**config.mk**
```make
export PLATFORM = sky130hd
export DESIGN_NAME = uart_regs
export DESIGN_NICKNAME = d
export VERILOG_FILES = /design/src/rtl/uart_regs.sv
export SDC_FILE = /design/constraint.sdc
export NUM_CORES = 1
export LEC_CHECK = 0
export CAP_MARGIN = 30
export CORE_UTILIZATION = 25
export CTS_CLUSTER_DIAMETER = 60
export CTS_CLUSTER_SIZE = 8
export DETAILED_ROUTE_END_ITERATION = 8
export GPL_TIMING_DRIVEN = 0
export HOLD_SLACK_MARGIN = 0.06
export PLACE_DENSITY = 0.5
export SYNTH_ARGS = -nofsm -noshare
export SYNTH_HDL_FRONTEND = slang
export SYNTH_SLANG_ARGS = --single-unit
```
**constraint.sdc**
```tcl
create_clock -name clk -period 7.3 [get_ports clk]
set_input_delay 1.46 -clock clk [delete_from_list [all_inputs] [get_ports clk]]
set_output_delay 1.46 -clock clk [all_outputs]
set_load 0.02 [all_outputs]
```
**src/rtl/uart_regs.sv**
```systemverilog
// uart_regs: host register file and TX/RX byte FIFOs for the UART.
// Optional build macro UART_REGS_LOOPBACK_EN adds the IER.LOOP bit, which turns TX pops into RX
// pushes. Without the macro, no loopback logic is built.
module uart_regs #(
  parameter int unsigned DEPTH    = 16,
  parameter logic [15:0] BAUD_RST = 16'd27
) (
  input  logic        clk,
  input  logic        rst,
  input  logic        pi_blk_sel,
  input  logic        pi_wr_en,
  input  logic        pi_rd_en,
  input  logic [3:0]  pi_addr,
  input  logic [7:0]  pi_wr_data,
  output logic [7:0]  pi_rd_data,
  output logic        interrupt,
  input  logic        interrupt_ack,
  output logic [7:0]  tx_data,
  output logic        tx_valid,
  input  logic        tx_ready,
  input  logic [7:0]  rx_data,
  input  logic        rx_valid,
  input  logic        rx_frame_err,
  output logic [15:0] baud_div
);

  localparam int unsigned AW = $clog2(DEPTH);

  localparam logic [3:0] AddrData   = 4'h0;
  localparam logic [3:0] AddrStatus = 4'h1;
  localparam logic [3:0] AddrIer    = 4'h2;
  localparam logic [3:0] AddrBaudLo = 4'h3;
  localparam logic [3:0] AddrBaudHi = 4'h4;
  localparam logic [3:0] AddrIsr    = 4'h5;

  logic wr_acc, rd_acc;
  assign wr_acc = pi_blk_sel & pi_wr_en;
  assign rd_acc = pi_blk_sel & pi_rd_en;

  // Register state
  logic [2:0]  ier_q, ier_d;
  logic [7:0]  baud_lo_q, baud_lo_d, baud_hi_q, baud_hi_d;
  logic        rx_ovr_q, rx_ovr_d, frame_q, frame_d, tx_ovf_q, tx_ovf_d;
  logic        tx_evt_q, tx_evt_d;
  logic        irq_q, irq_d;
  logic [7:0]  rd_data_q, rd_data_d;
  logic        loop_en;

`ifdef UART_REGS_LOOPBACK_EN
  logic loop_q, loop_d;
  assign loop_en = loop_q;
`else
  assign loop_en = 1'b0;
`endif

  // TX FIFO (first-word fall-through); extra pointer MSB separates full from empty
  logic [7:0]  tx_mem [DEPTH];
  logic [AW:0] tx_wptr_q, tx_wptr_d, tx_rptr_q, tx_rptr_d;
  logic        tx_empty, tx_full, tx_empty_next;
  logic        tx_push_req, tx_push, tx_pop;
  logic [7:0]  tx_head;

  assign tx_empty = (tx_wptr_q == tx_rptr_q);
  assign tx_full  = (tx_wptr_q[AW] != tx_rptr_q[AW]) &&
                    (tx_wptr_q[AW-1:0] == tx_rptr_q[AW-1:0]);
  assign tx_head  = tx_mem[tx_rptr_q[AW-1:0]];

  // In loopback the FIFO drains every cycle regardless of the core handshake
  assign tx_pop      = !tx_empty && (loop_en || tx_ready);
  assign tx_push_req = wr_acc && (pi_addr == AddrData);
  assign tx_push     = tx_push_req && (!tx_full || tx_pop);
  assign tx_wptr_d   = tx_wptr_q + {{AW{1'b0}}, tx_push};
  assign tx_rptr_d   = tx_rptr_q + {{AW{1'b0}}, tx_pop};
  assign tx_empty_next = (tx_wptr_d == tx_rptr_d);

  assign tx_valid = !tx_empty && !loop_en;
  assign tx_data  = tx_empty ? 8'h00 : tx_head;

  // RX FIFO
  logic [7:0]  rx_mem [DEPTH];
  logic [AW:0] rx_wptr_q, rx_wptr_d, rx_rptr_q, rx_rptr_d;
  logic        rx_empty, rx_full;
  logic        rx_push_req, rx_push, rx_pop;
  logic [7:0]  rx_push_data, rx_head;

  assign rx_empty = (rx_wptr_q == rx_rptr_q);
  assign rx_full  = (rx_wptr_q[AW] != rx_rptr_q[AW]) &&
                    (rx_wptr_q[AW-1:0] == rx_rptr_q[AW-1:0]);
  assign rx_head  = rx_mem[rx_rptr_q[AW-1:0]];

  assign rx_push_req  = loop_en ? tx_pop : rx_valid;
  assign rx_push_data = loop_en ? tx_head : rx_data;
  assign rx_pop       = rd_acc && (pi_addr == AddrData) && !rx_empty;
  assign rx_push      = rx_push_req && (!rx_full || rx_pop);
  assign rx_wptr_d    = rx_wptr_q + {{AW{1'b0}}, rx_push};
  assign rx_rptr_d    = rx_rptr_q + {{AW{1'b0}}, rx_pop};

  // Status and interrupt cause vectors from current state
  logic [7:0] status_val, isr_val, ier_val;
  logic       err;

  assign err        = rx_ovr_q | frame_q | tx_ovf_q;
  assign status_val = {1'b0, tx_ovf_q, frame_q, rx_ovr_q, rx_full, rx_empty, tx_empty, tx_full};
  assign isr_val    = {5'b0, err, tx_evt_q, !rx_empty};
`ifdef UART_REGS_LOOPBACK_EN
  assign ier_val    = {loop_q, 4'b0, ier_q};
`else
  assign ier_val    = {5'b0, ier_q};
`endif

  // FIFO storage writes; contents need no reset because pointers gate visibility
  always_ff @(posedge clk) begin
    if (tx_push) tx_mem[tx_wptr_q[AW-1:0]] <= pi_wr_data;
    if (rx_push) rx_mem[rx_wptr_q[AW-1:0]] <= rx_push_data;
  end

  // Next-state for registers, sticky flags, interrupt and read-data mux
  always_comb begin
    logic sts_wr;
    ier_d     = ier_q;
    baud_lo_d = baud_lo_q;
    baud_hi_d = baud_hi_q;
    rx_ovr_d  = rx_ovr_q;
    frame_d   = frame_q;
    tx_ovf_d  = tx_ovf_q;
    tx_evt_d  = tx_evt_q;
    rd_data_d = 8'h00;
`ifdef UART_REGS_LOOPBACK_EN
    loop_d    = loop_q;
`endif

    sts_wr = wr_acc && (pi_addr == AddrStatus);

    if (wr_acc && (pi_addr == AddrIer)) begin
      ier_d = pi_wr_data[2:0];
`ifdef UART_REGS_LOOPBACK_EN
      loop_d = pi_wr_data[7];
`endif
    end
    if (wr_acc && (pi_addr == AddrBaudLo)) baud_lo_d = pi_wr_data;
    if (wr_acc && (pi_addr == AddrBaudHi)) baud_hi_d = pi_wr_data;

    // W1C first so a same-cycle event still leaves the flag set
    if (sts_wr && pi_wr_data[4]) rx_ovr_d = 1'b0;
    if (sts_wr && pi_wr_data[5]) frame_d  = 1'b0;
    if (sts_wr && pi_wr_data[6]) tx_ovf_d = 1'b0;
    if (rx_push_req && rx_full && !rx_pop) rx_ovr_d = 1'b1;
    if (rx_frame_err) frame_d = 1'b1;
    if (tx_push_req && tx_full && !tx_pop) tx_ovf_d = 1'b1;

    if (interrupt_ack || tx_push_req) tx_evt_d = 1'b0;
    if (!tx_empty && tx_empty_next)   tx_evt_d = 1'b1;

    irq_d = |(isr_val[2:0] & ier_q);

    if (pi_blk_sel) begin
      case (pi_addr)
        AddrData:   rd_data_d = rx_empty ? 8'h00 : rx_head;
        AddrStatus: rd_data_d = status_val;
        AddrIer:    rd_data_d = ier_val;
        AddrBaudLo: rd_data_d = baud_lo_q;
        AddrBaudHi: rd_data_d = baud_hi_q;
        AddrIsr:    rd_data_d = isr_val;
        default:    rd_data_d = 8'h00;
      endcase
    end
  end

  // State registers with synchronous active-low reset
  always_ff @(posedge clk) begin
    if (!rst) begin
      tx_wptr_q <= '0;
      tx_rptr_q <= '0;
      rx_wptr_q <= '0;
      rx_rptr_q <= '0;
      ier_q     <= '0;
      baud_lo_q <= BAUD_RST[7:0];
      baud_hi_q <= BAUD_RST[15:8];
      rx_ovr_q  <= 1'b0;
      frame_q   <= 1'b0;
      tx_ovf_q  <= 1'b0;
      tx_evt_q  <= 1'b0;
      irq_q     <= 1'b0;
      rd_data_q <= 8'h00;
`ifdef UART_REGS_LOOPBACK_EN
      loop_q    <= 1'b0;
`endif
    end else begin
      tx_wptr_q <= tx_wptr_d;
      tx_rptr_q <= tx_rptr_d;
      rx_wptr_q <= rx_wptr_d;
      rx_rptr_q <= rx_rptr_d;
      ier_q     <= ier_d;
      baud_lo_q <= baud_lo_d;
      baud_hi_q <= baud_hi_d;
      rx_ovr_q  <= rx_ovr_d;
      frame_q   <= frame_d;
      tx_ovf_q  <= tx_ovf_d;
      tx_evt_q  <= tx_evt_d;
      irq_q     <= irq_d;
      rd_data_q <= rd_data_d;
`ifdef UART_REGS_LOOPBACK_EN
      loop_q    <= loop_d;
`endif
    end
  end

  assign pi_rd_data = rd_data_q;
  assign interrupt  = irq_q;
  assign baud_div   = {baud_hi_q, baud_lo_q};

endmodule
```
---- Word level (Yosys, flattened, before mapping) ----
Memories as Yosys holds them, arrays and structs flattened. A register that Yosys moved wholly into a read port is not among the register bits.
Index checks and enable logic that the tools add are counted.
word-level totals
  register bits ........................... 52
  bits in latches ......................... 0
  RAM bits ................................ 256
  memory bits (read-only) ................. 0
  input bits .............................. 29
  output and inout bits ................... 34
  word-level logic and storage cells ...... 89
  memories ................................ 2
memories
  memory  depth  bits a word  rd ports  clocked after Yosys merged registers in  wr ports  RTL line  text
  rx_mem  16     8            1         1                                        1         80        logic [7:0] rx_mem [DEPTH];
  tx_mem  16     8            1         1                                        1         57        logic [7:0] tx_mem [DEPTH];
operators by class
  add/sub/neg operators ................... 4
  multiply operators ...................... 0
  div/mod/pow operators ................... 0
  $lt $le $gt $ge ......................... 0
  equality and inequality tests ........... 12
  shift-type cells ........................ 0
  muxes and demuxes ....................... 17
  bitwise logic cells ..................... 5
  reductions and logical operators ........ 36
operators with widths
  kind                                                 number
  case mux 8 bit (6 select lines)                      1
  adder 5 x 1 -> 5 bit                                 4
  logical AND 1 bit                                    20
  2-to-1 mux 8 bit                                     2
  equality test 5 bit                                  3
  2-to-1 mux 1 bit                                     12
  equality test 4 x 2 -> 1 bit, second input constant  2
  equality test 4 x 3 -> 1 bit, second input constant  2
  equality test 4 bit                                  2
  2-to-1 mux 4 bit                                     2
  nonzero test 2 bit                                   4
  zero test 1 bit                                      6
  equality test 4 x 1 -> 1 bit, second input constant  1
  zero test 4 bit                                      1
  AND 3 bit                                            1
  logical OR 1 bit                                     3
  OR reduction 3 bit                                   1
  AND 1 bit                                            2
  != test 1 bit                                        2
  bitwise OR 1 bit                                     2
  AND reduction 2 bit                                  1

---- Longest topological paths before layout ----
Gate-level depths: netlist (run 1).
  depth after elaboration ................. 9
  depth in mapped cells ................... 12
  depth with buffers taken out ............ 10

---- Worst setup path after synthesis (run 1) ----
OpenSTA, ideal clock, no wires.
  path type ............................... in2reg
  from .................................... input pi_addr[1]
  to ...................................... memory rx_mem[2][0], enable pin
  library setup time ...................... 0.395 ns
  arrival time ............................ 3.282 ns
  data required time ...................... 6.905 ns
  slack ................................... 3.624 ns
  stages .................................. 6
  buffers on the path ..................... 1
  path through ............................ buf_2 -> nor4_2 -> nand3_1 -> nand3b_1 -> nand3_1 -> nor4_1
on the way
  cells in the longest elaborated chain, start to end .. 7
ends and longest elaborated chain
  item                                    RTL line  text
  from (decl)                             13        input logic [3:0] pi_addr,
  zero test 4 bit                         93        assign rx_pop = rd_acc && (pi_addr == AddrData) && !rx_empty;
  logical AND 1 bit (2 in series)         93
  logical OR 1 bit                        94        assign rx_push = rx_push_req && (!rx_full || rx_pop);
  logical AND 1 bit                       94
  2-to-1 mux 1 bit                        114       if (rx_push) rx_mem[rx_wptr_q[AW-1:0]] <= rx_push_data;
  2-to-1 mux 1 bit (implied by the code)  114
  to (decl)                               80
Every way passes these cells.

---- Worst setup path after layout (run 1) ----
  from .................................... register tx_rptr_q[1]
  to ...................................... output tx_data[5]
on the way
  cells in the longest elaborated chain, start to end .. 2
ends and longest elaborated chain
  item                    RTL line  text
  from (decl)             58        logic [AW:0] tx_wptr_q, tx_wptr_d, tx_rptr_q, tx_rptr_d;
  from (signal assigned)  190       tx_rptr_q <= tx_rptr_d;
  equality test 5 bit     63        assign tx_empty = (tx_wptr_q == tx_rptr_q);
  2-to-1 mux 8 bit        77        assign tx_data = tx_empty ? 8'h00 : tx_head;
  to (decl)               18        output logic [7:0] tx_data,
Every way passes these cells.

==> summary.txt, run 1 <==
Synth
  – Synth area leaders: edfxtp_1, dfxtp_1, mux4_2, mux4_1, mux2i_1
  – Mean Syn Cell Area: 17.8 µm²
  – Gate Count Post-Synth: 708
  – Synth top area share: 61.1%
  – Share of the yosys chip area belonging to registers: 69.3%
  – Yosys cell types: 52
  – Flip-flop and latch count after synthesis: 308
  – Post-Synthesis Net Count: 745
  – Warnings from Yosys: 0
  – Post-Syn Area: 12600 µm²
  – Synth area leader: edfxtp_1

Detailed routing
  – WL per Instance: 20.7 µm
  – TritonRoute pass-1 iters: 4
  – Residual DRC: 0
  – Routed Wire Length: 31300 µm
  – Post-DRT Antenna Nets: 0
  – Vias per Instance: 4.41
  – Via count: 6680
  – Initial drt markers: 374

Clock network
  – Worst-skew pair later-pin latency: 550 ps
  – Clock Tree Root: clkbuf_16
  – CTS tree: built
  – TritonCTS Buffers: 46
  – Clk slew on worst S/H paths: 50 ps
  – Post-CTS Setup Inserts: 0
  – CTS-repair resized insts: 0
  – Clk sink count: 308
  – Clock tree buffer depth: 3
  – # hold bufs at CTS: 0
  – # H-tree levels: 2

Global routing
  – First-pass GRT wire length: 45800 µm
  – Vias in the first global route: 6929
  – Initial antenna violation count: 1
  – Gr usage total: 12.5%
  – Largest net degree at the start of global routing: 20
  – Overflow after GRT: 0

Power and ir drop
  – Pwr Total: 0.00399 W
  – Combinational fraction of design power: 3.1%
  – Peak VDD IR: 0.000171 V
  – Pwr dens: 258 nW/µm²
  – P_sw: 0.000816 W
  – Part of the power in registers: 48.2%
  – Pleak: 4.88 nW
  – Pint: 0.00317 W
  – Switching share of power: 20.5%
  – Clock network fraction of total power: 48.7%

Timing
  – Final setup TNS: 0 ps
  – Final Skew: 15.0 ps
  – Final hold vios: 0
  – Worst-Margin Slew: 957 ps
  – Unrepaired setup endpoints after global routing: false
  – Finish-stage setup viols: 0
  – Minimum clock period: 4740 ps
  – Final Max Tran Viols: 0
  – Final worst-path cycle share: 64.9%
  – F_max: 211 MHz
  – Relative slew margins: 35.9%

Floorplanning
  – Die ar.: 51300 µm²
  – Die width: 226 µm
  – Die height: 226 µm
  – Num ports: 63
  – Initial core utilization: 25.6%
  – Core Region: 49300 µm²
  – Num rows: 81

Setup path
  – Worst setup path endpoint: tx_data[5]
  – CP Capture Type: output pin
  – Worst r2r src: tx_wptr_q[0]
  – Critical-path cell with the highest stage delay: clkbuf_1
  – Worst Reg-to-Reg Cells: 12
  – Crit Path Category: reg2out
  – CP max FO: 10
  – CP Launch Point: tx_rptr_q[1]
  – Cell chain of the critical path: buf_2 > clkbuf_1 > mux4_1 > mux4_2 > nor2b_4 > clkdlybuf4s50_1
  – Worst reg-to-reg setup slack: 4010 ps
  – CP required: 5840 ps
  – CP Launch Type: flop
  – Crit path arrival time: 3280 ps
  – Critical Path Max Stage Delay: 580 ps
  – Reg-to-reg endpoint: tx_evt_q

Layout
  – Nets@finish: 861
  – Synth-to-Final Area Change: 22.8%
  – Layout cells sized above 1: 19.2%
  – Antenna cells: 0

Run
  – Max-cap violations: 0

Place
  – IO Port Bufs: 59
  – HPWL after DPL: 21400 µm
  – Routability Congestion: 0.760

Min path
  – Hold WC Path Type: reg2reg

Outcome
  – Status: finished, final reports clean
[kinds of logic after synthesis]
family	share of synthesized area, %
flops	69.3
simple gates	7.28
mux	16.6
compound gates	2.30
buf+inv	1.84
xor+xnor	1.88
fa+ha+maj	0.795
[synth_stat cells, drive strengths merged]
master / number
a211o: 1
a211oi: 2
a21boi: 1
a21o: 1
a21oi: 8
a221oi: 1
a22oi: 7
a2bb2oi: 1
a31oi: 3
a32oi: 1
and2: 13
and3b: 1
buf: 29
clkbuf: 9
dfxtp: 52
edfxtp: 256
ha: 8
inv: 3
mux2: 7
mux2i: 37
mux4: 68
nand2: 27
nand2b: 5
nand3: 16
nand3b: 7
nand4: 1
nand4b: 1
nor2: 55
nor2b: 13
nor3: 21
nor3b: 1
nor4: 4
nor4b: 1
o2111ai: 1
o211ai: 1
o21ai: 9
o22ai: 7
or3b: 1
or4: 1
xnor2: 9
xor2: 18
[registers in the layout (all words and copies together), names as in the netlist, 3 cells and up]
| register | flops |
|---|---|
| baud_hi_q | 8 |
| baud_lo_q | 8 |
| ier_q | 3 |
| pi_rd_data | 8 |
| rx_mem | 128 |
| rx_rptr_q | 5 |
| rx_wptr_q | 5 |
| tx_mem | 128 |
| tx_rptr_q | 5 |
| tx_wptr_q | 5 |
[per-stage QoR]
stage / utilization, % / area (µm²) / std cells / setup WS (ps) / hold slack (ps)
final: 31.4 / 15500 / 1515 / 2560 / 512
after global routing: 31.4 / 15500 / 1515 / 2420 / 551
after CTS: 31.4 / 15500 / 1514 / 2480 / 515
after detailed placement: 28.7 / 14100 / 1439 / 2780 / 497
after global placement: 28.4 / 14000 / 1431 / 2050 / 501
after floorplan: - / 12600 / 708 / 3620 / 470
[final cells by class]
| type | count | area, µm² |
|---|---|---|
| well taps | 664 | 831 |
| flip-flops and latches | 308 | 8730 |
| clock buffers | 69 | 1260 |
| repair buffers | 68 | 648 |
| inverters | 3 | 11.3 |
| plain buffers | 38 | 220 |
| multi-input cells | 359 | 3700 |
| fillers | 4895 | 33800 |
| clock inverters | 6 | 62.6 |
[layer usage]
layer  up-vias  wire length (µm)  global-route usage (%)
met5         -                 0                       0
met2       142             15100                    20.4
met1      3439             14100                    16.5
met4         0               455                    3.31
met3        40              1620                    2.93
li1       3059                 -                       -
[worst max-delay path: cells and delay by family (launching register included)]
family                 cells  cell delay (ps)
multiplexers               2              940
AND/OR/NAND/NOR            1              130
buffers and inverters      3             1330
flip-flops                 1              320
[power groups by stage]
stage               registers (W)  clock network, W  logic (W)
detailed placement        0.00196                 0   0.000127
floorplan                 0.00196                 0  0.0000551
finish                    0.00192           0.00194   0.000125
global placement          0.00196                 0   0.000121
CTS                       0.00192           0.00200   0.000127
global route              0.00192           0.00206   0.000136
[worst min path at each step]
stage | start | to | slack (ps) | cells past startpoint
6_report | baud_lo_q[4] | baud_lo_q[4] | 510 | 2
5_1_grt | baud_lo_q[4] | baud_lo_q[4] | 550 | 2
3_5_place_dp | baud_lo_q[4] | baud_lo_q[4] | 500 | 2
2_1_floorplan | tx_evt_q | interrupt | 470 | 2
3_3_place_gp | baud_lo_q[4] | baud_lo_q[4] | 500 | 2
4_1_cts | baud_lo_q[4] | baud_lo_q[4] | 510 | 2
[cell usage in the layout (no fill, tap or decap), drive strengths merged, types with 8 or more instances in the layout]
cell type,count
nor3,21
clkdlybuf4s50,59
nand3,16
buf,38
nor2,55
edfxtp,256
mux4,68
mux2i,37
and2,13
xnor2,9
clkbuf,78
o21ai,9
nor2b,13
xor2,18
a21oi,8
ha,8
dfxtp,52
nand2,27
(Power assumes the default switching activity.)
==> inputs of run 2 (changes only) <==
--- a/config.mk
+++ b/config.mk
@@ -12,7 +12,7 @@
 export DETAILED_ROUTE_END_ITERATION = 8
 export GPL_TIMING_DRIVEN = 0
 export HOLD_SLACK_MARGIN = 0.06
-export PLACE_DENSITY = 0.5
+export PLACE_DENSITY = 0.51
 export SYNTH_ARGS = -nofsm -noshare
 export SYNTH_HDL_FRONTEND = slang
 export SYNTH_SLANG_ARGS = --single-unit
==> constraint.sdc (replaced) <==
create_clock -name clk -period 3.9 [get_ports clk]
set_input_delay 0.78 -clock clk [delete_from_list [all_inputs] [get_ports clk]]
set_output_delay 0.78 -clock clk [all_outputs]
set_load 0.02 [all_outputs]
==> run 2 against run 1 <==
Effect of this change: utilization increased by 0.096 points; highest routed layer unchanged; largest cell class unchanged; via count shrank 0.31%; combinational power increased by 86%; clock power rose by 89%; sequential power rose by 87%; global-route usage down 0.082 points; clock-buffer cell count grew 10; setup slack lost 2500 ps; non-clock buffer count shrank 1; power is 88% higher; routed wire length is 1.1% lower.
==> summary.txt, run 2 (synthesis results as in run 1) <==
Outcome
  – Status: finished, final reports clean (unchanged)

Clock network
  – Worst-skew pair later-pin latency: 570 ps (was 550 ps)
  – TritonCTS Buffers: 46 (unchanged)
  – CTS tree: built (unchanged)
  – # H-tree levels: 2 (unchanged)
  – Post-CTS Setup Inserts: 0 (unchanged)
  – Clk slew on worst S/H paths: 50 ps (about the same)
  – Clock Tree Root: clkbuf_16 (unchanged)
  – Clk sink count: 308 (unchanged)
  – Clock tree buffer depth: 3 (unchanged)
  – # hold bufs at CTS: 0 (unchanged)

Layout
  – Area of the multi-input gates: 3690 µm² (was 3700 µm²)
  – Most frequent cells in the layout: edfxtp_1, nor2_1, clkdlybuf4s50_1 (was edfxtp_1, clkdlybuf4s50_1, nor2_1)
  – Sequential Area: 8730 µm² (unchanged)
  – Synth-to-Final Area Change: 23.2% (was 22.8%)
  – Layout cells sized above 1: 19.5% (was 19.2%)
  – Nets@finish: 860 (was 861)
  – Antenna cells: 0 (unchanged)
  – Fill cell count: 4881 (was 4895)
  – Commonest non-fill, non-tap cell in the layout: edfxtp_1 (unchanged)

Place
  – Routability Congestion: 0.765 (was 0.760)
  – HPWL after DPL: 21100 µm (was 21400 µm)
  – IO Port Bufs: 59 (unchanged)

Global routing
  – Vias in the first global route: 6946 (was 6929)
  – First-pass GRT wire length: 45900 µm (was 45800 µm)
  – Overflow after GRT: 0 (unchanged)
  – Largest net degree at the start of global routing: 20 (unchanged)
  – Gr usage total: 12.4% (was 12.5%)
  – Initial antenna violation count: 1 (unchanged)

Power and ir drop
  – Part of the power in registers: 48.0% (was 48.2%)
  – Pwr Total: 0.00750 W (was 0.00399 W)
  – P_sw: 0.00160 W (was 0.000816 W)
  – Combinational fraction of design power: 3.1% (about the same)
  – Pleak: 4.99 nW (was 4.88 nW)
  – Peak VDD IR: 0.000373 V (was 0.000171 V)
  – Pwr dens: 484 nW/µm² (was 258 nW/µm²)
  – Switching share of power: 21.3% (was 20.5%)
  – Pint: 0.00590 W (was 0.00317 W)
  – Clock network fraction of total power: 48.9% (was 48.7%)

Timing
  – Worst-Margin Slew: 940 ps (was 957 ps)
  – Final Skew: 19.3 ps (was 15.0 ps)
  – Finish-stage setup viols: 0 (unchanged)
  – Final Max Tran Viols: 0 (unchanged)
  – F_max: 261 MHz
  – Relative slew margins: 37.0% (was 35.9%)
  – Final setup TNS: 0 ps (unchanged)
  – Final hold vios: 0 (unchanged)
  – Final worst-path cycle share: 98.2%
  – Unrepaired setup endpoints after global routing: false (unchanged)
  – Minimum clock period: 3830 ps

Floorplanning
  – Core Region: 49300 µm² (unchanged)
  – Num ports: 63 (unchanged)
  – Die ar.: 51300 µm² (unchanged)
  – Num rows: 81 (unchanged)
  – Die width: 226 µm (unchanged)
  – Initial core utilization: 25.6% (unchanged)
  – Die height: 226 µm (unchanged)

Detailed routing
  – Met3 WL post-DR: 1660 µm (was 1620 µm)
  – Initial drt markers: 304 (was 374)
  – Post-DRT Antenna Nets: 0 (unchanged)
  – WL per Instance: 20.3 µm (was 20.7 µm)
  – Vias per Instance: 4.37 (was 4.41)
  – Met2 WL post-DR: 14800 µm (was 15100 µm)
  – TritonRoute pass-1 iters: 4 (unchanged)
  – Uppermost layer routed: met4 (unchanged)
  – Routed Wire Length: 30900 µm (was 31300 µm)
  – Residual DRC: 0 (unchanged)
  – Wire length on met1: 14000 µm (was 14100 µm)
  – Via count: 6659 (was 6680)

Setup path
  – CP max FO: 10 (unchanged)
  – Crit path arrival time: 3050 ps (was 3280 ps)
  – Crit Path Category: reg2out (unchanged)
  – CP Launch Type: flop (unchanged)
  – CP Capture Type: output pin (unchanged)
  – CP required: 3120 ps (was 5840 ps)

Min path
  – Hold WC Path Type: reg2reg (unchanged)

Run
  – Max-cap violations: 0 (unchanged)
run 2: cell count changes in the layout (fill, tap and decap cells not counted), sizes merged, moves of 2 or more:
cell,change
clkbuf,+10
clkdlybuf4s50,-6
dlymetal6s2s,+6
clkinv,+3
inv,-2
run 2: path summary, 6_finish.rpt:
path / slack [ps] / from / to / cells after the start
max: 70 / tx_rptr_q[0] / tx_data[6] / 6
min: 510 / baud_lo_q[1] / baud_lo_q[1] / 2
max reg2reg: 610 / tx_wptr_q[0] / tx_evt_q / 12
min reg2reg: 510 / baud_lo_q[1] / baud_lo_q[1] / 2
run 2: stage by stage:
stage	cell area, µm²	utilization (%)	hold slack (ps)	worst slack, ps	instances
CTS	15500	31.5	522	-41.2	1525
global placement	14000	28.4	508	-709	1431
finish	15500	31.5	507	71.1	1525
detailed placement	14100	28.7	508	8.97	1439
floorplan	12600	-	470	904	708
global route	15500	31.5	547	5.92	1525
run 2: repair_timing:
action,in CTS,in global routing
endpoints found under the hold margin,0,0
endpoints found under the setup margin,8,7
gates resized for setup,3,11
run 2: critical path, cell delays in order (launching register included):
cell and delay [ps]:
dfxtp_1 340, buf_6 170, buf_8 170, mux4_1 620, mux4_2 510, nor2b_4 140, clkdlybuf4s50_1 530
run 2: power groups by stage:
| stage | Sequential, W | Combinational, W | Clock (W) |
|---|---|---|---|
| 3_5_place_dp | 0.00366 | 0.000236 | 0 |
| 5_1_grt | 0.00360 | 0.000252 | 0.00390 |
| 3_3_place_gp | 0.00366 | 0.000226 | 0 |
| 4_1_cts | 0.00360 | 0.000237 | 0.00376 |
| 2_1_floorplan | 0.00366 | 0.000103 | 0 |
| 6_report | 0.00360 | 0.000232 | 0.00367 |
run 2: routing by layer:
layer / GRT usage [%] / up-vias
met2: 20.0 / 155
met4: 3.68 / 0
met3: 2.92 / 40
met5: 0 / -
met1: 16.4 / 3409
li1: - / 3055
run 2: final cells by class:
type / count / share of cell area, %
multi-input cells: 359 / 23.8
plain buffers: 38 / 1.46
repair buffers: 67 / 4.23
inverters: 3 / 0.0726
well taps: 664 / 5.36
clock inverters: 7 / 0.589
flip-flops and latches: 308 / 56.3
clock buffers: 79 / 8.22
==> inputs of run 3 (changes only) <==
--- a/config.mk
+++ b/config.mk
@@ -5,6 +5,7 @@
 export SDC_FILE = /design/constraint.sdc
 export NUM_CORES = 1
 export LEC_CHECK = 0
+export ABC_CLOCK_PERIOD_IN_PS = 3900
 export CAP_MARGIN = 30
 export CORE_UTILIZATION = 25
 export CTS_CLUSTER_DIAMETER = 60
@@ -13,6 +14,7 @@
 export GPL_TIMING_DRIVEN = 0
 export HOLD_SLACK_MARGIN = 0.06
 export PLACE_DENSITY = 0.51
+export REMOVE_ABC_BUFFERS = 1
 export SYNTH_ARGS = -nofsm -noshare
 export SYNTH_HDL_FRONTEND = slang
 export SYNTH_SLANG_ARGS = --single-unit
==> run 3 against run 2 <==
Effect of this change: final area down 0.51%; flip-flop and latch count unchanged; utilization down 0.16 points; register-to-register slack got worse by 100 ps; critical path depth decreased by 1; first-iteration DRC count increased by 54%.
==> summary.txt, run 3 (synthesis results as in run 1) <==
Outcome
  – Status: finished, final reports clean (unchanged)

Place
  – Worst slack, placed: -172 ps (was 8.97 ps)
  – IO Port Bufs: 62 (was 59)
  – Placed cell count: 1411 (was 1439)
  – Routability Congestion: 0.767 (was 0.765)
  – HPWL after DPL: 19700 µm (was 21100 µm)

Setup path
  – CP max FO: 23 (was 10)
  – Crit Path Category: reg2out (unchanged)
  – Reg-to-reg endpoint: tx_evt_q (unchanged)
  – Delay-heaviest family, CP: multiplexers (unchanged)
  – Cell chain of the critical path: buf_12 > mux4_1 > mux4_2 > nor2b_4 > clkdlybuf4s50_1 (was buf_6 > buf_8 > mux4_1 > mux4_2 > nor2b_4 > clkdlybuf4s50_1)
  – CP Capture Type: output pin (unchanged)
  – Worst reg-to-reg setup slack: 510 ps (was 610 ps)
  – CP required: 3120 ps (about the same)
  – CP Launch Type: flop (unchanged)
  – Levels on crit path: 5 (was 6)
  – Crit path arrival time: 2960 ps (was 3050 ps)
  – Worst Reg-to-Reg Cells: 10 (was 12)
  – Critical-path cell with the highest stage delay: mux4_1 (unchanged)
  – Critical Path Max Stage Delay: 630 ps (was 620 ps)
  – Worst r2r src: tx_rptr_q[1] (was tx_wptr_q[0])
  – Critical path buffers and inverters: 2 (was 3)

Clock network
  – Clk sink count: 308 (unchanged)
  – Clock tree buffer depth: 3 (unchanged)
  – CTS tree: built (unchanged)
  – Clk slew on worst S/H paths: 50 ps (about the same)
  – # hold bufs at CTS: 0 (unchanged)
  – # H-tree levels: 2 (unchanged)
  – Clock Tree Root: clkbuf_16 (unchanged)
  – Worst-skew pair later-pin latency: 560 ps (was 570 ps)
  – TritonCTS Buffers: 45 (was 46)

Global routing
  – Gr usage total: 11.8% (was 12.4%)
  – Largest net degree at the start of global routing: 36 (was 20)
  – Vias in the first global route: 6765 (was 6946)
  – Overflow after GRT: 0 (unchanged)
  – Initial antenna violation count: 3 (was 1)
  – First-pass GRT wire length: 44200 µm (was 45900 µm)

Power and ir drop
  – Pleak: 4.81 nW (was 4.99 nW)
  – Pwr Total: 0.00747 W (was 0.00750 W)
  – Pwr dens: 484 nW/µm² (about the same)
  – Peak VDD IR: 0.000303 V (was 0.000373 V)

Layout
  – Antenna cells: 0 (unchanged)
  – Most frequent cells in the layout: edfxtp_1, clkdlybuf4s50_1, nor2_1 (was edfxtp_1, nor2_1, clkdlybuf4s50_1)
  – Nets@finish: 834 (was 860)
  – Fill cell count: 4871 (was 4881)
  – Commonest non-fill, non-tap cell in the layout: edfxtp_1 (unchanged)
  – Final Non-Filler Cells: 1487 (was 1525)
  – Area of the multi-input gates: 3700 µm² (was 3690 µm²)
  – Synth-to-Final Area Change: 22.6% (was 23.2%)
  – Layout cells sized above 1: 18.6% (was 19.5%)
  – Sequential Area: 8740 µm² (was 8730 µm²)

Detailed routing
  – Initial drt markers: 468 (was 304)
  – Via count: 6594 (was 6659)
  – Routed Wire Length: 29400 µm (was 30900 µm)
  – TritonRoute pass-1 iters: 4 (unchanged)
  – WL per Instance: 19.8 µm (was 20.3 µm)
  – Post-DRT Antenna Nets: 0 (unchanged)
  – Vias per Instance: 4.43 (was 4.37)
  – Residual DRC: 0 (unchanged)

Timing
  – F_max: 267 MHz (was 261 MHz)
  – Final Skew: 15.1 ps (was 19.3 ps)
  – Minimum clock period: 3740 ps (was 3830 ps)
  – Final setup TNS: 0 ps (unchanged)
  – Unrepaired setup endpoints after global routing: false (unchanged)
  – Final Max Tran Viols: 0 (unchanged)
  – Worst-Margin Slew: 996 ps (was 940 ps)
  – Slack of the critical path: 160 ps (was 71.1 ps)
  – Hold slack final: 522 ps (was 507 ps)
  – Final hold vios: 0 (unchanged)
  – Final worst-path cycle share: 95.9% (was 98.2%)
  – Finish-stage setup viols: 0 (unchanged)
  – Relative slew margins: 33.5% (was 37.0%)

Floorplanning
  – Die ar.: 51300 µm² (unchanged)
  – Die width: 226 µm (unchanged)
  – Die height: 226 µm (unchanged)
  – Core Region: 49300 µm² (unchanged)
  – Num ports: 63 (unchanged)
  – Num rows: 81 (unchanged)
  – Initial core utilization: 25.6% (unchanged)

Min path
  – HP Start: baud_lo_q[1] (unchanged)
  – Worst Hold Path Cells: 2 (unchanged)
  – Worst Hold End: baud_lo_q[1] (unchanged)
  – Hold WC Path Type: reg2reg (unchanged)

Run
  – Max-cap violations: 0 (unchanged)
[run 3: changes by cell type in the layout (fill, tap and decap cells not counted), moves of 3 or more]
cell	previous run	this run
buf_12	0	4
clkdlybuf4s50_1	53	62
dlymetal6s2s_1	6	0
buf_2	21	3
clkbuf_1	39	21
dfxtp_2	0	5
dfxtp_1	52	45
buf_1	4	0
mux4_1	25	28
mux4_2	43	40
[run 3: worst max-delay path by stage]
stage	startpoint	endpoint	slack (ps)
6_report	tx_rptr_q[0]	tx_data[5]	160
5_1_grt	tx_rptr_q[3]	tx_data[2]	40
4_1_cts	tx_rptr_q[1]	tx_data[2]	90
3_5_place_dp	pi_addr[0]	rx_mem[2][1]	-170
3_3_place_gp	rx_rptr_q[2]	rx_mem[2][0]	-1090
2_1_floorplan	tx_rptr_q[0]	tx_evt_q	240
[run 3: layout make-up]
| type | instances | share of cell area [%] |
|---|---|---|
| clock buffer | 68 | 8.06 |
| clock inverter | 5 | 0.487 |
| multi-input combinational | 359 | 24.0 |
| timing repair buffer | 80 | 5.35 |
| inverter | 3 | 0.0730 |
| sequential | 308 | 56.7 |
| tap | 664 | 5.38 |
[run 3: what timing repair did]
action,in CTS,in global routing
gates resized for setup,4,0
endpoints found under the setup margin,9,0
buffers inserted,3,0
[run 3: report_power, final]
group          switching (W)  internal [W]
Combinational       0.000137     0.0000867
Clock                0.00139       0.00224
Sequential         0.0000140       0.00359
[run 3: layer usage]
layer	share of wire [%]	routed length [µm]	global-route usage (%)
met5	0	0	0
met4	2.0	594	3.47
met3	4.5	1330	2.36
met2	47	14000	18.7
met1	46	13500	16.2
[run 3: worst reg2reg max path, stage by stage, from the launching register on]
cell     delay (ps)
dfxtp_4         670
xor2_1          150
nor4_2          430
and2_4          490
nor2b_1         100
ha_1            220
ha_1            310
xnor2_1         160
nand3_1          80
or4_1           550
o21ai_0         160
[run 3: metrics by stage]
stage / utilization [%] / instance area (µm²)
final: 31.3 / 15400
after global routing: 31.3 / 15400
after CTS: 31.3 / 15400
after detailed placement: 28.6 / 14100
after global placement: 28.1 / 13800
after floorplan: - / 12400
==> variant (config.mk and constraints of run 2) <==
Set the parameter `DEPTH` to 32 (it was 16).
--- a/src/rtl/uart_regs.sv
+++ b/src/rtl/uart_regs.sv
@@ -3,5 +3,5 @@
 // pushes. Without the macro, no loopback logic is built.
 module uart_regs #(
-  parameter int unsigned DEPTH    = 16,
+  parameter int unsigned DEPTH    = 32,
   parameter logic [15:0] BAUD_RST = 16'd27
 ) (
Behaviour: no difference found for any inputs over 4 cycles, from zero or initial values and one cycle with rst low; that may be too few to reach the edited logic, so the function may still have changed.
==> variant against run 2 <==
Synthesized area rose by 80%; core utilization fell by 0.86 points; largest power group is now registers; cell area rose by 77%; sequential cell count rose by 260; power rose by 79%; highest routed layer is now met5; wire length rose by 89%; setup slack got worse by 1.2 ps; register-to-register slack got worse by 480 ps.
==> variant: results <==
set metrics [dict create \
    critPathMaxStageDelay_ps 580 \
    cts_resized 34 \
    drive_gt1_frac 0.211 \
    placed_area_mm2 0.0251 \
    pre_cts_ws_ps -265 \
    final_cell_count_no_fill 2601 \
    synth_common_cells "edfxtp_1, mux4_2, nor2_1" \
    clkPwrFrac 0.476 \
    num_vias 11900 \
    clk_latency_ps 610 \
    multi_input_area_share 0.211 \
    die-area_mm2 0.0918 \
    wl_um 58400 \
    synth_compound_area_frac 0.0287 \
    ir_drop_uv 367 \
    status "finished clean" \
    wl_met3_um 4310 \
    seq-power_mw 6.67 \
    htree_levels 3 \
    ff2ff_path_depth 7 \
    reg2reg_to "pi_rd_data[3]" \
    n_antenna_cell 1 \
    met3_usage 0.0352 \
    met2_usage 0.197 \
    grt_max_degree 29 \
    nClkBuffers 137 \
    highest_layer "met5" \
    fin_ws_ps 70.0 \
    fillCellCount 8751 \
    stdcell_area_mm2 0.0275 \
    seq_area_frac_synth 0.728 \
    crit_slowest_cell "mux4_2" \
    synthDistinctLibCells 61 \
    ys_top_cells_by_area "edfxtp_1, mux4_2, dfxtp_1" \
    port_buffers 61 \
    synth_adder_area_share 0.00442 \
    nets 1403 \
    grtUsageTotal 0.127 \
]
==> variant: changes by cell type after synthesis, moves of 12 or more <==
cell | run 2 | this run
buf_2 | 17 | 29
edfxtp_1 | 256 | 512
mux2i_1 | 37 | 64
mux4_1 | 28 | 0
mux4_2 | 40 | 121
nand3_1 | 16 | 29
nor2_1 | 54 | 83
nor2b_1 | 5 | 32
nor3_1 | 20 | 2
==> variant: logic make-up after synthesis <==
logic type,count (synthesis)
buf+inv,73
xor+xnor,35
simple gates,232
compound gates,91
fa+ha+maj,8
flops,568
mux,199
==> variant: worst min path at each step <==
stage | startpoint | to | slack [ps] | depth (start not counted)
after detailed placement | baud_lo_q[0] | baud_lo_q[0] | 520 | 2
after global routing | baud_lo_q[0] | baud_lo_q[0] | 550 | 2
final | baud_lo_q[0] | baud_lo_q[0] | 520 | 2
after CTS | baud_lo_q[0] | baud_lo_q[0] | 530 | 2
after global placement | baud_lo_q[1] | baud_lo_q[1] | 500 | 2
after floorplan | tx_evt_q | tx_evt_q | 480 | 2
